## config.mk

```make
export PLATFORM = sky130hd
export DESIGN_NAME = mips_trace_display
export DESIGN_NICKNAME = d
export VERILOG_FILES = /design/src/rtl/mips_disp_pkg.sv /design/src/rtl/mips_trace_display_key_debounce.sv /design/src/rtl/mips_trace_display.sv
export SDC_FILE = /design/constraint.sdc
export NUM_CORES = 1
export LEC_CHECK = 0
export CORE_ASPECT_RATIO = 0.8
export CORE_MARGIN = 3
export CORE_UTILIZATION = 46
export CTS_CLUSTER_DIAMETER = 150
export DETAILED_ROUTE_END_ITERATION = 12
export GPL_TIMING_DRIVEN = 0
export HOLD_SLACK_MARGIN = 0.12
export PLACE_DENSITY = 0.86
export SLEW_MARGIN = 30
export SYNTH_ARGS = -nofsm -noshare
export SYNTH_HDL_FRONTEND = slang
export SYNTH_SLANG_ARGS = --single-unit
```

## constraint.sdc

```tcl
create_clock -name clock -period 1.2 [get_ports clock]
set_clock_uncertainty 0.15 [all_clocks]
set_input_delay 0.18 -clock clock [delete_from_list [all_inputs] [get_ports clock]]
set_output_delay 0.18 -clock clock [all_outputs]
set_load 0.05 [all_outputs]
```

## src/rtl/mips_disp_pkg.sv

```systemverilog
// Shared seven-segment constants, hex decode and display-state type for mips_trace_display.
package mips_disp_pkg;

    localparam logic [6:0] SEG_0     = 7'b0000001;
    localparam logic [6:0] SEG_1     = 7'b1001111;
    localparam logic [6:0] SEG_2     = 7'b0010010;
    localparam logic [6:0] SEG_3     = 7'b0000110;
    localparam logic [6:0] SEG_4     = 7'b1001100;
    localparam logic [6:0] SEG_5     = 7'b0100100;
    localparam logic [6:0] SEG_6     = 7'b0100000;
    localparam logic [6:0] SEG_7     = 7'b0001111;
    localparam logic [6:0] SEG_8     = 7'b0000000;
    localparam logic [6:0] SEG_9     = 7'b0001100;
    localparam logic [6:0] SEG_A     = 7'b0001000;
    localparam logic [6:0] SEG_B     = 7'b1100000;
    localparam logic [6:0] SEG_C     = 7'b0110001;
    localparam logic [6:0] SEG_D     = 7'b1000010;
    localparam logic [6:0] SEG_E     = 7'b0110000;
    localparam logic [6:0] SEG_F     = 7'b0111000;
    localparam logic [6:0] SEG_BLANK = 7'b1111111;

    typedef enum logic {
        LIVE   = 1'b0,
        BROWSE = 1'b1
    } disp_state_t;

    // Active-low segments, bit6 = a ... bit0 = g.
    function automatic logic [6:0] hex7seg(input logic [3:0] nib);
        case (nib)
            4'h0: return SEG_0;
            4'h1: return SEG_1;
            4'h2: return SEG_2;
            4'h3: return SEG_3;
            4'h4: return SEG_4;
            4'h5: return SEG_5;
            4'h6: return SEG_6;
            4'h7: return SEG_7;
            4'h8: return SEG_8;
            4'h9: return SEG_9;
            4'hA: return SEG_A;
            4'hB: return SEG_B;
            4'hC: return SEG_C;
            4'hD: return SEG_D;
            4'hE: return SEG_E;
            default: return SEG_F;
        endcase
    endfunction

endpackage

```

## src/rtl/mips_trace_display_key_debounce.sv

```systemverilog
// Push-key conditioner: 2-FF synchronizer, stability counter, and a one-cycle
// press pulse on each accepted released-to-pressed transition.
module key_debounce #(
    parameter int DEBOUNCE_CYCLES = 250000
) (
    input  logic clock,
    input  logic reset,
    input  logic key_n,
    output logic press
);
    localparam int CW = $clog2(DEBOUNCE_CYCLES + 1);

    logic          r_sync1;
    logic          r_sync2;
    logic          r_level;
    logic          r_press;
    logic [CW-1:0] r_cnt;

    always_ff @(posedge clock or negedge reset) begin
        if (!reset) begin
            r_sync1 <= 1'b1;
            r_sync2 <= 1'b1;
            r_level <= 1'b1;
            r_press <= 1'b0;
            r_cnt   <= '0;
        end else begin
            r_sync1 <= key_n;
            r_sync2 <= r_sync1;
            r_press <= 1'b0;
            // Any sample agreeing with the accepted level restarts the run.
            if (r_sync2 == r_level) begin
                r_cnt <= '0;
            end else if (r_cnt == CW'(DEBOUNCE_CYCLES - 1)) begin
                r_cnt   <= '0;
                r_level <= r_sync2;
                r_press <= r_level & ~r_sync2;
            end else begin
                r_cnt <= r_cnt + CW'(1);
            end
        end
    end

    assign press = r_press;

endmodule

```

## src/rtl/mips_trace_display.sv

```systemverilog
// Six-digit PC/WD trace display with optional history browser (TRACE_HISTORY_EN):
// ring buffer of {PC[7:0], WD[15:0]} samples, debounced prev/next keys, LIVE/BROWSE FSM.
module mips_trace_display
    import mips_disp_pkg::*;
#(
    parameter int DEPTH           = 8,
    parameter int DEBOUNCE_CYCLES = 250000
) (
    input  logic                     clock,
    input  logic                     reset,
    input  logic [31:0]              PC_val,
    input  logic [31:0]              WD_val,
    input  logic                     capture_en,
    input  logic                     key_prev,
    input  logic                     key_next,
    output logic [6:0]               HEX5,
    output logic [6:0]               HEX4,
    output logic [6:0]               HEX3,
    output logic [6:0]               HEX2,
    output logic [6:0]               HEX1,
    output logic [6:0]               HEX0,
    output logic                     live,
    output logic [$clog2(DEPTH)-1:0] hist_off
);
    localparam int AW = $clog2(DEPTH);

    logic [23:0] w_live_entry;
    logic [23:0] w_src;
    logic [6:0]  w_hex [6];
    logic        w_unused;

    assign w_live_entry = {PC_val[7:0], WD_val[15:0]};

`ifdef TRACE_HISTORY_EN
    localparam logic [AW:0] CNT_FULL = (AW+1)'(DEPTH);

    logic [23:0]   r_mem [DEPTH];
    logic [AW-1:0] r_wp;
    logic [AW-1:0] r_hist_off;
    logic [AW:0]   r_count;
    disp_state_t   r_state;
    logic          w_press_prev;
    logic          w_press_next;
    logic          w_prev;
    logic          w_next;
    logic          w_push;
    logic [AW-1:0] w_rd_addr;

    key_debounce #(.DEBOUNCE_CYCLES(DEBOUNCE_CYCLES)) u_deb_prev (
        .clock (clock),
        .reset (reset),
        .key_n (key_prev),
        .press (w_press_prev)
    );

    key_debounce #(.DEBOUNCE_CYCLES(DEBOUNCE_CYCLES)) u_deb_next (
        .clock (clock),
        .reset (reset),
        .key_n (key_next),
        .press (w_press_next)
    );

    // Coincident presses cancel each other.
    assign w_prev    = w_press_prev & ~w_press_next;
    assign w_next    = w_press_next & ~w_press_prev;
    assign w_push    = (r_state == LIVE) && capture_en;
    assign w_rd_addr = r_wp - AW'(1) - r_hist_off;

    always_ff @(posedge clock) begin
        if (w_push)
            r_mem[r_wp] <= w_live_entry;
    end

    always_ff @(posedge clock or negedge reset) begin
        if (!reset) begin
            r_state    <= LIVE;
            r_hist_off <= '0;
            r_wp       <= '0;
            r_count    <= '0;
        end else begin
            if (w_push) begin
                r_wp <= r_wp + AW'(1);
                if (r_count != CNT_FULL)
                    r_count <= r_count + (AW+1)'(1);
            end
            case (r_state)
                LIVE: begin
                    if (w_prev && (r_count != '0)) begin
                        r_state    <= BROWSE;
                        r_hist_off <= '0;
                    end
                end
                BROWSE: begin
                    if (w_prev) begin
                        if ({1'b0, r_hist_off} < (r_count - (AW+1)'(1)))
                            r_hist_off <= r_hist_off + AW'(1);
                    end else if (w_next) begin
                        if (r_hist_off != '0)
                            r_hist_off <= r_hist_off - AW'(1);
                        else
                            r_state <= LIVE;
                    end
                end
                default: r_state <= LIVE;
            endcase
        end
    end

    assign w_src    = (r_state == BROWSE) ? r_mem[w_rd_addr] : w_live_entry;
    assign live     = (r_state == LIVE);
    assign hist_off = r_hist_off;
    assign w_unused = ^{PC_val[31:8], WD_val[31:16]};
`else
    assign w_src    = w_live_entry;
    assign live     = 1'b1;
    assign hist_off = '0;
    assign w_unused = ^{PC_val[31:8], WD_val[31:16], capture_en, key_prev, key_next};
`endif

    // Digit gi shows nibble gi of the selected entry; blank until the first edge after reset.
    for (genvar gi = 0; gi < 6; gi++) begin : g_digit
        logic [6:0] r_seg;
        always_ff @(posedge clock or negedge reset) begin
            if (!reset)
                r_seg <= SEG_BLANK;
            else
                r_seg <= hex7seg(w_src[gi*4 +: 4]);
        end
        assign w_hex[gi] = r_seg;
    end

    assign HEX0 = w_hex[0];
    assign HEX1 = w_hex[1];
    assign HEX2 = w_hex[2];
    assign HEX3 = w_hex[3];
    assign HEX4 = w_hex[4];
    assign HEX5 = w_hex[5];

endmodule
```

==> summary.md <==
| Metric | Value |
|---|---|
| # diodes | 0 |
| Number of DRC markers in iteration 0 | 29 |
| PnR worst setup slack | -0.107 ns |
| F_max | 0.765 GHz |
| CP startpoint kind | register |
| Top routing layer used | met4 |
| Combinational Power Share | 38.4% |
| DR WL/cell | 14.0 µm |
| Post-Route M1 WL | 2.42 mm |
| Gr ovfl total | 0 |
| Total GRT Usage | 16.9% |
| Post-Synth Simple-Gate Area | 10.6% |
| Netlist cell types | 32 |
| Multiplexer area fraction after synthesis | 7.25% |
| DRC viols | 0 |
| Starting density of the core | 48.4% |
| Clock buffer depth | 2 |
| DRT Pass-1 Iters | 4 |
| Slowest-stage cell, CP | dfstp_2 |
| Antenna violations before repair | 0 |
| Detailed-route via count | 2,228 |
| Min-delay src | WD_val[10] |
| Die Wd | 91.3 µm |
| Post-DP HPWL | 4.18 mm |
| Site row count | 24 |
| Met3 wire length | 276 µm |
| Layout area overhead | 50.6% |
| Reg power frac | 40.3% |
| Leakage | 1.83 nW |
| Vias in the first global route | 2,072 |
| Critical path cell sequence | buf_8 |
| Failing checks | negative hold slack, negative setup slack |
| CTS tree | yes |
| Buf/Inv on CP | 1 |
| Via density | 5.17 |
| Internal power | 0.00280 W |
| CP max FO | 1 |
| Clk Tree Root Cell | clkbuf_8 |
| First-pass GRT wire length | 9.36 mm |
| Final Critical Period | 1.31 ns |
| Post-Syn Area | 2680 µm² |
| Arrival time of the worst setup path | 0.98 ns |
| Worst hold path type | primary input to register |
| Endpoint type of the worst setup path | output port |
| CP delay by family, top | flip-flops |
| Post-route clock period utilization | 109% |
| Worst VDD drop | 0.000499 V |
| Hold Fails Final Rpt | 3 |
| Post-place setup slack | -0.789 ns |
| Final hold slack | -0.0525 ns |
| Port Buffers | 65 |
| Post-Syn Area per Cell | 10.2 µm² |
| Synth Area in Adders | 16.8% |
| Clk pwr share | 21.3% |
| NetSw | 0.00148 W |
| Switching share of power | 34.5% |
| Final setup viols | 45 |
| Slew Limit Fails | 0 |
| Outcome | finished, violations left |
| Fin util | 72.9% |
| Total Nets Final | 457 |
| Min-Delay Endpoint | HEX2[2] |
| Post-route ant nets | 0 |
| Max cap viols | 0 |
| Clk slew on worst S/H paths | 0.08 ns |
| Met2 WL | 3.14 mm |
| Largest stage delay, worst path | 0.55 ns |
| WP depth | 1 |
| Cells on Worst Hold Path | 2 |
| Commonest cells after routing, fill and taps aside | dfstp_2 (42), buf_8 (42), nor2_1 (31), ha_1 (27) |
| Combinational family with the most area after synthesis | adder cells |
| Final WL | 6.04 mm |
| CTS Buf Count | 5 |
| Compound-Gate Fraction of Synth Area | 16.5% |
| Share of layout cells above drive strength 1 | 44.8% |
| Post-synthesis sequential area ratio | 41.3% |
| WS Path Type | register to output port |
| Die height | 74.2 µm |
| Cell count after synthesis | 261 |
| Gpl congestion | 0.855 |
| Largest net degree at the start of global routing | 24 |
| #FFs+latches synth | 42 |
| Pwr dens | 1060 nW/µm² |
| RSZ-0062 raised after global routing | yes |
| CP required | 0.87 ns |
| Post-synthesis xor/xnor area fraction | 0% |
| Io pins | 115 |
| Core area | 5530 µm² |
| Syn. warnings | 0 |
| CTS H-tree lvls | 2 |
| Clock sink total | 42 |
| Die ar. | 6770 µm² |
[area by class of cell]
class	instances	area, µm²
clock buffer	7	86.3
fill	384	1500
clock inverter	1	5.00
tap	78	97.6
buffer	16	130
inverter	20	80.1
timing repair buffer	82	990
multi-input combinational	185	1540
sequential	42	1100
[Yosys cell counts]
master	count	area share (%)
conb_1	2	0.28
or3b_1	3	0.98
nand2_1	10	1.4
mux2i_1	16	6.0
nand3_1	1	0.19
o2bb2ai_1	1	0.33
o22ai_1	1	0.23
a32o_1	1	0.37
or3_1	3	0.70
ha_1	36	17
o211ai_1	4	1.1
buf_2	3	0.56
and2b_1	1	0.28
buf_4	9	2.5
and2_1	1	0.23
clkbuf_1	1	0.14
nand2b_1	3	0.70
a21boi_0	3	0.84
o31ai_1	7	2.0
inv_1	16	2.2
inv_2	4	0.56
a21oi_1	17	3.2
o21ai_0	19	3.6
a22o_1	7	2.3
o32ai_1	7	2.3
nor2b_4	2	1.0
nor2_1	31	4.3
mux2_2	3	1.3
dfstp_2	42	41
buf_6	3	1.3
o31a_1	1	0.33
nor2b_1	3	0.70
[through the flow]
step / instances / TNS (ns) / instance area, µm² / total power [W] / hold WS (ns)
final: 431 / -4.03 / 4030 / 0.00428 / -0.0525
after global routing: 431 / -5.40 / 4030 / 0.00448 / -0.0478
after CTS: 424 / -4.41 / 3900 / 0.00423 / -0.0715
after detailed placement: 407 / -39.13 / 3480 / 0.00309 / 0.232
after global placement: 406 / -67.57 / 3460 / 0.00305 / 0.235
after floorplan: 263 / 0 / 2710 / 0.00262 / -0.118
[timing repair]
action                                  in CTS  in global routing
endpoints found under the hold margin       33                 13
setup buffers                                6                  2
pin swaps                                    1                  4
cloned                                       0                  1
gates resized for setup                    378                 32
endpoints found under the setup margin      83                 61
hold buffers                                 3                  5
[logic make-up after synthesis]
family	after synthesis
muxes	19
DFF	42
buffers and inverters	36
other	2
adders and majority gates	36
AOI/OAI and AO/OA	68
and+or+nand+nor	58
[routing by layer]
layer  vias up  GRT usage [%]
met5         -              0
met4         0           8.70
met3        23           2.33
met2        86           31.2
met1      1050           19.7
li1       1069              -
[state kept, by name (all words and copies together), names as in the netlist]
register / cells
HEX0: 7
HEX1: 7
HEX5: 7
HEX4: 7
HEX2: 7
HEX3: 7
[power groups by stage]
stage / clock, W / sequential, W / combinational, W
finish: 0.000910 / 0.00173 / 0.00165
global placement: 0 / 0.00169 / 0.00136
CTS: 0.000929 / 0.00173 / 0.00157
global route: 0.000992 / 0.00174 / 0.00174
detailed placement: 0 / 0.00169 / 0.00140
floorplan: 0 / 0.00219 / 0.000433
[how the worst max path moves through the flow]
stage,startpoint,end,slack [ns]
2_1_floorplan,PC_val[1],HEX4[6],0.005
3_3_place_gp,reset,HEX3[3],-0.72
3_5_place_dp,WD_val[0],HEX0[3],-0.79
4_1_cts,HEX0[3],HEX0[3],-0.12
5_1_grt,HEX0[0],HEX0[0],-0.15
6_report,HEX0[0],HEX0[0],-0.11
(Power assumes the default switching activity.)
